$ cat src/rtl/linkspeed_tx.sv
// linkspeed_tx: transmit-side sequencer for the MBTRAIN LINKSPEED substate.
//
// The block asks the remote partner to start a point test, runs the local
// point test, reports the outcome (done / error / phyretrain) and, after an
// error, requests an exit to REPAIR or SPEED_DEGRADE depending on which half
// of the 16 lanes survived.
//
// Ports:
//   clk, rst_n                 clock, asynchronous active-low reset
//   i_en                       substate enable; 0 aborts to IDLE
//   i_sideband_message [3:0]   decoded response from the partner
//   i_rx_valid                 sideband slot busy with the RX-side block
//   i_busy_negedge_detected    sideband finished sending our message
//   i_point_test_ack           point test finished
//   i_lanes_result [15:0]      per-lane pass flags (1 = pass)
//   i_valid_framing_error      framing error on the valid lane
//   i_comming_from_repair      this entry follows REPAIR
//   i_phyretrain_req           local request to exit to PHYRETRAIN
//   o_sideband_message [3:0]   request to transmit
//   o_valid_tx                 o_sideband_message valid to sideband
//   o_point_test_en            starts the TX-initiated point test
//   o_test_ack                 TX side complete
//   o_exit_status [1:0]        00 done, 01 repair, 10 degrade, 11 phyretrain
//
// Send handshake: in a SEND_* state o_valid_tx is raised on the first cycle
// the sideband slot is free (i_rx_valid=0) and dropped on
// i_busy_negedge_detected. The falling edge of o_valid_tx (seen through a
// one-cycle delayed copy) is the send-complete event that advances the FSM.
module linkspeed_tx (
    input  logic        clk,
    input  logic        rst_n,
    input  logic        i_en,
    input  logic [3:0]  i_sideband_message,
    input  logic        i_rx_valid,
    input  logic        i_busy_negedge_detected,
    input  logic        i_point_test_ack,
    input  logic [15:0] i_lanes_result,
    input  logic        i_valid_framing_error,
    input  logic        i_comming_from_repair,
    input  logic        i_phyretrain_req,
    output logic [3:0]  o_sideband_message,
    output logic        o_valid_tx,
    output logic        o_point_test_en,
    output logic        o_test_ack,
    output logic [1:0]  o_exit_status
);

    localparam logic [3:0] START_REQ      = 4'b0001;
    localparam logic [3:0] START_RESP     = 4'b0010;
    localparam logic [3:0] ERROR_REQ      = 4'b0011;
    localparam logic [3:0] ERROR_RESP     = 4'b0100;
    localparam logic [3:0] REPAIR_REQ     = 4'b0101;
    localparam logic [3:0] REPAIR_RESP    = 4'b0110;
    localparam logic [3:0] DEGRADE_REQ    = 4'b0111;
    localparam logic [3:0] DEGRADE_RESP   = 4'b1000;
    localparam logic [3:0] DONE_REQ       = 4'b1001;
    localparam logic [3:0] DONE_RESP      = 4'b1010;
    localparam logic [3:0] PHYRETRAIN_REQ = 4'b1011;
    localparam logic [3:0] PHYRETRAIN_RESP= 4'b1100;

    typedef enum logic [3:0] {
        IDLE,
        SEND_START_REQ,
        WAIT_START_RESP,
        POINT_TEST,
        SEND_RESULT_REQ,
        WAIT_RESULT_RESP,
        SEND_EXIT_REQ,
        WAIT_EXIT_RESP,
        TEST_FINISH
    } state_t;

    state_t      state, next_state;
    logic        pending;
    logic        valid_q;
    logic [15:0] lanes_q;

    logic        send_complete;
    logic        in_send;
    logic        start_match, done_match, phy_match, err_match;
    logic        repair_match, degrade_match;
    logic        half_pass_now, half_pass_latched;
    logic [3:0]  result_msg;
    logic [3:0]  exit_msg;

    assign send_complete = valid_q && !o_valid_tx;
    assign in_send = (state == SEND_START_REQ) || (state == SEND_RESULT_REQ) ||
                     (state == SEND_EXIT_REQ);

    // A response only counts when it answers the request currently held.
    assign start_match   = (i_sideband_message == START_RESP);
    assign done_match    = (o_sideband_message == DONE_REQ)       && (i_sideband_message == DONE_RESP);
    assign phy_match     = (o_sideband_message == PHYRETRAIN_REQ) && (i_sideband_message == PHYRETRAIN_RESP);
    assign err_match     = (o_sideband_message == ERROR_REQ)      && (i_sideband_message == ERROR_RESP);
    assign repair_match  = (o_sideband_message == REPAIR_REQ)     && (i_sideband_message == REPAIR_RESP);
    assign degrade_match = (o_sideband_message == DEGRADE_REQ)    && (i_sideband_message == DEGRADE_RESP);

    assign half_pass_now     = (&i_lanes_result[7:0]) || (&i_lanes_result[15:8]);
    assign half_pass_latched = (&lanes_q[7:0]) || (&lanes_q[15:8]);

    always_comb begin
        result_msg = ERROR_REQ;
        if (i_phyretrain_req)
            result_msg = PHYRETRAIN_REQ;
        else if ((&i_lanes_result) && !i_valid_framing_error)
            result_msg = DONE_REQ;
        else if (i_comming_from_repair && half_pass_now && !i_valid_framing_error)
            result_msg = DONE_REQ;
    end

    assign exit_msg = half_pass_latched ? REPAIR_REQ : DEGRADE_REQ;

    always_comb begin
        next_state = state;
        if (!i_en) begin
            next_state = IDLE;
        end else begin
            case (state)
                IDLE:             next_state = SEND_START_REQ;
                SEND_START_REQ:   if (send_complete) next_state = WAIT_START_RESP;
                WAIT_START_RESP:  if (start_match) next_state = POINT_TEST;
                POINT_TEST:       if (i_point_test_ack) next_state = SEND_RESULT_REQ;
                SEND_RESULT_REQ:  if (send_complete) next_state = WAIT_RESULT_RESP;
                WAIT_RESULT_RESP: begin
                    if (done_match || phy_match) next_state = TEST_FINISH;
                    else if (err_match)          next_state = SEND_EXIT_REQ;
                end
                SEND_EXIT_REQ:    if (send_complete) next_state = WAIT_EXIT_RESP;
                WAIT_EXIT_RESP:   if (repair_match || degrade_match) next_state = TEST_FINISH;
                TEST_FINISH:      next_state = TEST_FINISH;
                default:          next_state = IDLE;
            endcase
        end
    end

    always_ff @(posedge clk or negedge rst_n) begin
        if (!rst_n) state <= IDLE;
        else        state <= next_state;
    end

    always_ff @(posedge clk or negedge rst_n) begin
        if (!rst_n) begin
            o_sideband_message <= 4'b0000;
            o_valid_tx         <= 1'b0;
            o_point_test_en    <= 1'b0;
            o_test_ack         <= 1'b0;
            o_exit_status      <= 2'b00;
            pending            <= 1'b0;
            valid_q            <= 1'b0;
            lanes_q            <= 16'h0000;
        end else if (!i_en) begin
            o_sideband_message <= 4'b0000;
            o_valid_tx         <= 1'b0;
            o_point_test_en    <= 1'b0;
            o_test_ack         <= 1'b0;
            o_exit_status      <= 2'b00;
            pending            <= 1'b0;
            valid_q            <= 1'b0;
        end else begin
            valid_q <= o_valid_tx;
            case (state)
                IDLE: o_sideband_message <= START_REQ;
                SEND_START_REQ, SEND_RESULT_REQ, SEND_EXIT_REQ: begin
                    // send_complete blocks a second raise in the cycle
                    // before the FSM leaves the SEND state.
                    if (i_busy_negedge_detected)
                        o_valid_tx <= 1'b0;
                    else if (in_send && !o_valid_tx && !send_complete && !i_rx_valid)
                        o_valid_tx <= 1'b1;
                    if (o_valid_tx)
                        pending <= 1'b0;
                    else if (i_rx_valid && !send_complete)
                        pending <= 1'b1;
                end
                WAIT_START_RESP: if (start_match) o_point_test_en <= 1'b1;
                POINT_TEST: begin
                    if (i_point_test_ack) begin
                        o_point_test_en    <= 1'b0;
                        o_sideband_message <= result_msg;
                        lanes_q            <= i_lanes_result;
                    end
                end
                WAIT_RESULT_RESP: begin
                    if (done_match || phy_match) begin
                        o_sideband_message <= 4'b0000;
                        o_test_ack         <= 1'b1;
                        o_exit_status      <= phy_match ? 2'b11 : 2'b00;
                    end else if (err_match) begin
                        o_sideband_message <= exit_msg;
                    end
                end
                WAIT_EXIT_RESP: begin
                    if (repair_match || degrade_match) begin
                        o_sideband_message <= 4'b0000;
                        o_test_ack         <= 1'b1;
                        o_exit_status      <= repair_match ? 2'b01 : 2'b10;
                    end
                end
                default: ;
            endcase
        end
    end

endmodule

$ cat config.mk
export PLATFORM = sky130hd
export DESIGN_NAME = linkspeed_tx
export DESIGN_NICKNAME = d
export VERILOG_FILES = /design/src/rtl/linkspeed_tx.sv
export SDC_FILE = /design/constraint.sdc
export NUM_CORES = 1
export LEC_CHECK = 0
export CAP_MARGIN = 30
export CORE_ASPECT_RATIO = 0.9
export CORE_UTILIZATION = 44
export DETAILED_ROUTE_END_ITERATION = 8
export GPL_TIMING_DRIVEN = 1
export PLACE_DENSITY = 0.75
export SLEW_MARGIN = 0
export SYNTH_ARGS = -nofsm -noshare
export SYNTH_HDL_FRONTEND = slang
export SYNTH_SLANG_ARGS = --single-unit
$ cat constraint.sdc
create_clock -name clk -period 2.05 [get_ports clk]
set_input_delay 0.3075 -clock clk [delete_from_list [all_inputs] [get_ports clk]]
set_output_delay 0.3075 -clock clk [all_outputs]
set_load 0.02 [all_outputs]
==> run_results.csv, run 1 <==
group,metric,value,unit
route,vias_per_cell,5.49,
worst_setup_path,crit_type,"reg2reg",
die,die_w,65.9,um
sta,holdWs,0.415,ns
worst_setup_path,r2r_start,"o_sideband_message[1]",
power,max-vdd-ir-drop,0.638,mV
layout,area_growth_syn_to_layout,49.5,%
layout,drive_gt1_frac,0.313,
sta,fin_crit_sh,0.997,
route,ant_nets,0,
power,p_leak,1.05,nW
power,powerDensity,964,nW/um^2
run,max_cap_viol_count,0,
layout,final_cell_mix,"33 x clkdlybuf4s50_1, 30 x buf_4, 28 x dfrtp_1",
worst_setup_path,critical_path.max_stage_delay,0.46,ns
global_routing,grt_max_degree,31,
placed_design,place_area,2240,um^2
layout,design_area,2420,um^2
cts,cts_buffers,5,
die,die-height,59.5,um
worst_setup_path,worst_setup_path_end_kind,"register",
synth,synth_cell_type_count,49,
worst_setup_path,cp_max_fo,5,
cts,cts_root_buf,"clkbuf_8",
cts,clk_pin_slew,0.06,ns
placed_design,place_ws,-0.405,ns
synth,ys.flop_type,"dfrtp_1",
sta,period_minus_slack,2.04,ns
synth,postSynthNetCount,183,
synth,synth_xor_area_frac,0,
worst_setup_path,crit_required,2.21,ns
sta,maxClockFrequency,489,MHz
worst_setup_path,endpoint,"state[1]",
cts,clock_sinks,30,
global_routing,grt_pass1_wl,6690,um
placed_design,io_buffers,37,
synth,syn_area,1620,um^2
synth,synthAdderAreaFrac,0,
sta,fin_worst_skew,0.00747,ns
hold_path,hp-class,"in2async",
layout,diodes,0,
worst_setup_path,r2r_cells,5,
cts,cts_tree,"yes",
route,wl_per_cell,15.0,um
synth,synth_edf_count,0,
worst_setup_path,start_kind,"register",
route,drt_wl_total,4030,um
sta,worst_slew_pin_slew,0.514,ns
placed_design,dp_hpwl,3040,um
global_routing,grt_usage,0.230,
die,pin_count,38,
cts,cts_buffer_depth,2,
global_routing,grt_pass1_vias,1497,
run_status,outcome,"completed",
route,vias,1470,
global_routing,overflow,0,
cts,clk_latency,0.27,ns
worst_setup_path,critPathBufInv,0,
route,drc,0,
synth,seq_area_frac_synth,0.464,
sta,report.final.slew_viol_count,0,
die,die_area,3930,um^2
layout,n_fill_cell,248,
worst_setup_path,crit_start,"o_sideband_message[1]",
route,drt-initial-drc-count,58,
cts,cts_hold_buf,0,
synth,postSynthRegisterBits,30,
worst_setup_path,crit_path_cell_trace,"or3b_4 -> a211oi_4 -> or3_4 -> or4b_4 -> a32o_1",
power,power.total,2.33,mW
sta,setup_ws,0.00686,ns
placed_design,gp_congestion,0.861,
synth,yosys_warnings,0,
synth,syn_inst,154,
placed_design,placed_cells,257,
sta,finalSetupViolations,0,
synth,async_flop_share,1.00,
synth,synth_mux_area_frac,0.137,
synth,synth_compound_area_frac,0.143,
layout,stdcell_count,268,
global_routing,antenna_found_initial,0,
route,first_pass_iters,4,
layout,nets,254,
synth,synth_top_family_by_area,"simple AND/OR/NAND/NOR gates",
worst_setup_path,cp.arrival,2.20,ns
die,coreArea,3450,um^2
sta,finalHoldViolations,0,
layout,final_common_cell,"clkdlybuf4s50_1",
worst_setup_path,path_depth,5,
worst_setup_path,reg2reg_to,"state[1]",
layout,final_core_util,0.701,
die,start_util,0.469,
worst_setup_path,crit_path_top_delay_cell,"or4b_4",
worst_setup_path,cp_top_family,"simple AND/OR/NAND/NOR gates",
synth,avgSynthCellArea,10.5,um^2
worst_setup_path,r2r_setup_slack,0.007,ns
sta,slew_headroom,0.653,
sta,fin_tns_setup,0,ns
die,rows,20,
synth,synthSimpleGateAreaFrac,0.224,
cts,cts_max_level,2,
## logic make-up after synthesis
group / after synthesis
muxes: 20
AOI/OAI and AO/OA: 33
and+or+nand+nor: 58
DFF: 30
buffers and inverters: 13
## report_power, final
group | internal (mW) | switching [mW] | leakage, nW
Sequential | 0.799 | 0.163 | 0.387
Combinational | 0.545 | 0.375 | 0.618
Clock | 0.258 | 0.194 | 0.0431
Total | 1.60 | 0.732 | 1.05
## state kept, by name (all words and copies together) (netlist names)
| name | flops |
|---|---|
| lanes_q | 16 |
| o_exit_status | 2 |
| o_point_test_en | 1 |
| o_sideband_message | 4 |
| o_test_ack | 1 |
| o_valid_tx | 1 |
| state | 4 |
| valid_q | 1 |
## timing repair
item                                    CTS  global route
pin swaps                                 7             5
endpoints found under the setup margin    4             3
setup buffers                             3             2
gates resized for setup                  11             7
## routing by layer
metal / routed length [um] / global-route usage
met1: 1740 / 0.276
met2: 2090 / 0.415
met3: 138 / 0.0462
met4: 59 / 0.0669
met5: 0 / 0
## cell usage after synthesis, drive strengths merged, types with 2 or more instances
cell / number / area, um^2
a32o: 2 / 20.0
nand4: 9 / 56.3
nor4: 2 / 12.5
nand2: 8 / 30.0
nand2b: 3 / 18.8
mux2: 17 / 191
dfrtp: 30 / 751
clkbuf: 2 / 7.51
a21o: 4 / 30.0
a31oi: 3 / 18.8
nor2: 9 / 33.8
mux2i: 3 / 30.0
o21a: 2 / 15.0
nor3b: 3 / 27.5
nand3b: 3 / 22.5
or4b: 3 / 30.0
a211oi: 2 / 20.0
o21ai: 8 / 40.0
buf: 3 / 15.0
inv: 8 / 30.0
a21oi: 4 / 20.0
or3: 2 / 13.8
nor3: 4 / 20.0
and3: 2 / 13.8
## cell type report
type / count / area, um^2 / area share
clock buffers: 6 / 82.6 / 0.0341
inverters: 8 / 30.0 / 0.0124
multi-input cells: 111 / 876 / 0.362
flip-flops and latches: 30 / 753 / 0.311
well taps: 44 / 55.1 / 0.0228
repair buffers: 69 / 623 / 0.257
## how the worst min path moves through the flow
stage	from	endpoint	slack [ns]
CTS	rst_n	o_exit_status[1]	0.44
detailed placement	o_test_ack	o_test_ack	0.49
global placement	o_test_ack	o_test_ack	0.48
finish	rst_n	o_exit_status[0]	0.42
floorplan	rst_n	lanes_q[0]	0.01
global route	rst_n	o_exit_status[0]	0.45
(Power assumes the default switching activity.)
==> run 2: changes to the inputs <==
Settings changed: TNS_END_PERCENT from default to 30.
==> results of run 2 <==
Final layout, timing and power as in run 1 (identical DEF).
==> run 3: changes to the inputs <==
Settings changed: SKIP_CTS_REPAIR_TIMING from default to 1.
==> run 3 against run 2 <==
  * Combinational power increased by 0.7%
  * Utilization unchanged
  * Cell area unchanged
  * Critical path depth unchanged
  * First-iteration DRC count unchanged
  * Clock power about the same
  * Hold slack improved by 0.0012 ns
  * Sequential share of layout area decreased by 0.052 points
==> run_results.csv, run 3 (synthesis gave the netlist of run 1 again) <==
group,metric,value,unit
layout,drive_gt1_frac,0.306,
sta,fin_worst_skew,0.00775,ns
worst_setup_path,crit_type,"reg2reg",
cts,cts_buffer_depth,2,
sta,finalSetupViolations,0,
sta,fin_tns_setup,0,ns
power,powerDensity,964,nW/um^2
sta,finalHoldViolations,0,
route,first_pass_iters,4,
cts,cts_max_level,2,
die,start_util,0.469,
hold_path,hp-class,"in2async",
layout,regMostFlops,"lanes_q",
sta,period_minus_slack,2.00,ns
placed_design,dp_hpwl,3040,um
placed_design,gp_congestion,0.861,
sta,holdWs,0.417,ns
layout,largest_reg_flops,16,
cts,cts_tree,"yes",
power,p_leak,1.07,nW
route,ant_nets,0,
sta,maxClockFrequency,499,MHz
cts,cts_buffers,5,
global_routing,grt_pass1_wl,6620,um
layout,area_growth_syn_to_layout,49.5,%
die,rows,20,
die,die_area,3930,um^2
layout,design_area,2420,um^2
layout,nets,252,
power,max-vdd-ir-drop,0.646,mV
route,vias,1474,
worst_setup_path,crit_required,2.21,ns
worst_setup_path,start_kind,"register",
die,die-height,59.5,um
route,drc,0,
placed_design,io_buffers,37,
route,drt-initial-drc-count,58,
die,coreArea,3450,um^2
layout,final_common_cell,"clkdlybuf4s50_1",
sta,worst_slew_pin_slew,0.524,ns
global_routing,grt_usage,0.227,
layout,reg_top3,"lanes_q x16, o_sideband_message x4, state x4",
worst_setup_path,worst_setup_path_end_kind,"register",
global_routing,grt_max_degree,31,
global_routing,grt_pass1_vias,1490,
global_routing,overflow,0,
route,drt_wl_total,3950,um
global_routing,antenna_found_initial,0,
cts,clk_latency,0.27,ns
sta,slew_headroom,0.647,
die,die_w,65.9,um
layout,stdcell_count,266,
layout,final_cell_mix,"33 x clkdlybuf4s50_1, 29 x dfrtp_1, 29 x buf_4",
route,wl_per_cell,14.8,um
cts,cts_root_buf,"clkbuf_8",
sta,fin_crit_sh,0.977,
run_status,outcome,"completed",
cts,clock_sinks,30,
sta,report.final.slew_viol_count,0,
run,max_cap_viol_count,0,
power,power.total,2.33,mW
worst_setup_path,cp_max_fo,3,
placed_design,place_area,2240,um^2
layout,diodes,0,
cts,clk_pin_slew,0.06,ns
route,vias_per_cell,5.54,
worst_setup_path,r2r_setup_slack,0.05,ns
worst_setup_path,cp.arrival,2.16,ns
placed_design,placed_cells,257,
die,pin_count,38,
[run 3: changes by cell type in the layout (fill, tap and decap cells not counted), sizes merged]
cell,previous run,this run
dlymetal6s2s,0,4
dlygate4sd2,3,0
buf,32,30
clkdlybuf4s15,1,0
[run 3: worst paths after layout]
path	from	end	cells past startpoint
worst min register to register	o_test_ack	o_test_ack	1
max in group asynchronous	rst_n	o_sideband_message[1]	2
worst min-delay path	rst_n	o_exit_status[0]	2
worst max-delay path	o_sideband_message[1]	state[1]	5
worst max register to register	o_sideband_message[1]	state[1]	5
min in group clk	o_test_ack	o_test_ack	1
[run 3: routing by layer]
| metal | global-route usage | wire [um] | up-vias |
|---|---|---|---|
| met5 | 0 | 0 | - |
| li1 | - | - | 716 |
| met3 | 0.0462 | 171 | 8 |
| met1 | 0.274 | 1680 | 705 |
| met4 | 0.0669 | 70 | 0 |
| met2 | 0.410 | 2030 | 45 |
[run 3: layout make-up]
class	instances	area, um^2
timing repair buffer	67	618
tap	44	55.1
sequential	30	752
clock buffer	6	82.6
multi-input combinational	111	882
fill	253	1030
inverter	8	30.0
[run 3: critical path, stage by stage, from the launching register on]
cell and delay, ns:
dfrtp_2 0.40, or3b_1 0.36, a211oi_2 0.27, or3_4 0.18, or4b_4 0.46, a32o_1 0.22
[run 3: power breakdown]
part / switching, mW / internal [mW] / total (mW) / leakage (nW)
Sequential: 0.159 / 0.796 / 0.955 / 0.389
Combinational: 0.378 / 0.547 / 0.926 / 0.641
Clock: 0.193 / 0.258 / 0.451 / 0.0431
Total: 0.730 / 1.60 / 2.33 / 1.07
[run 3: metrics by stage]
step | worst slack, ns | util
floorplan | 0.00373 | -
global placement | -0.370 | 0.648
detailed placement | -0.405 | 0.648
CTS | -0.150 | 0.672
global route | -0.0280 | 0.701
finish | 0.0471 | 0.701
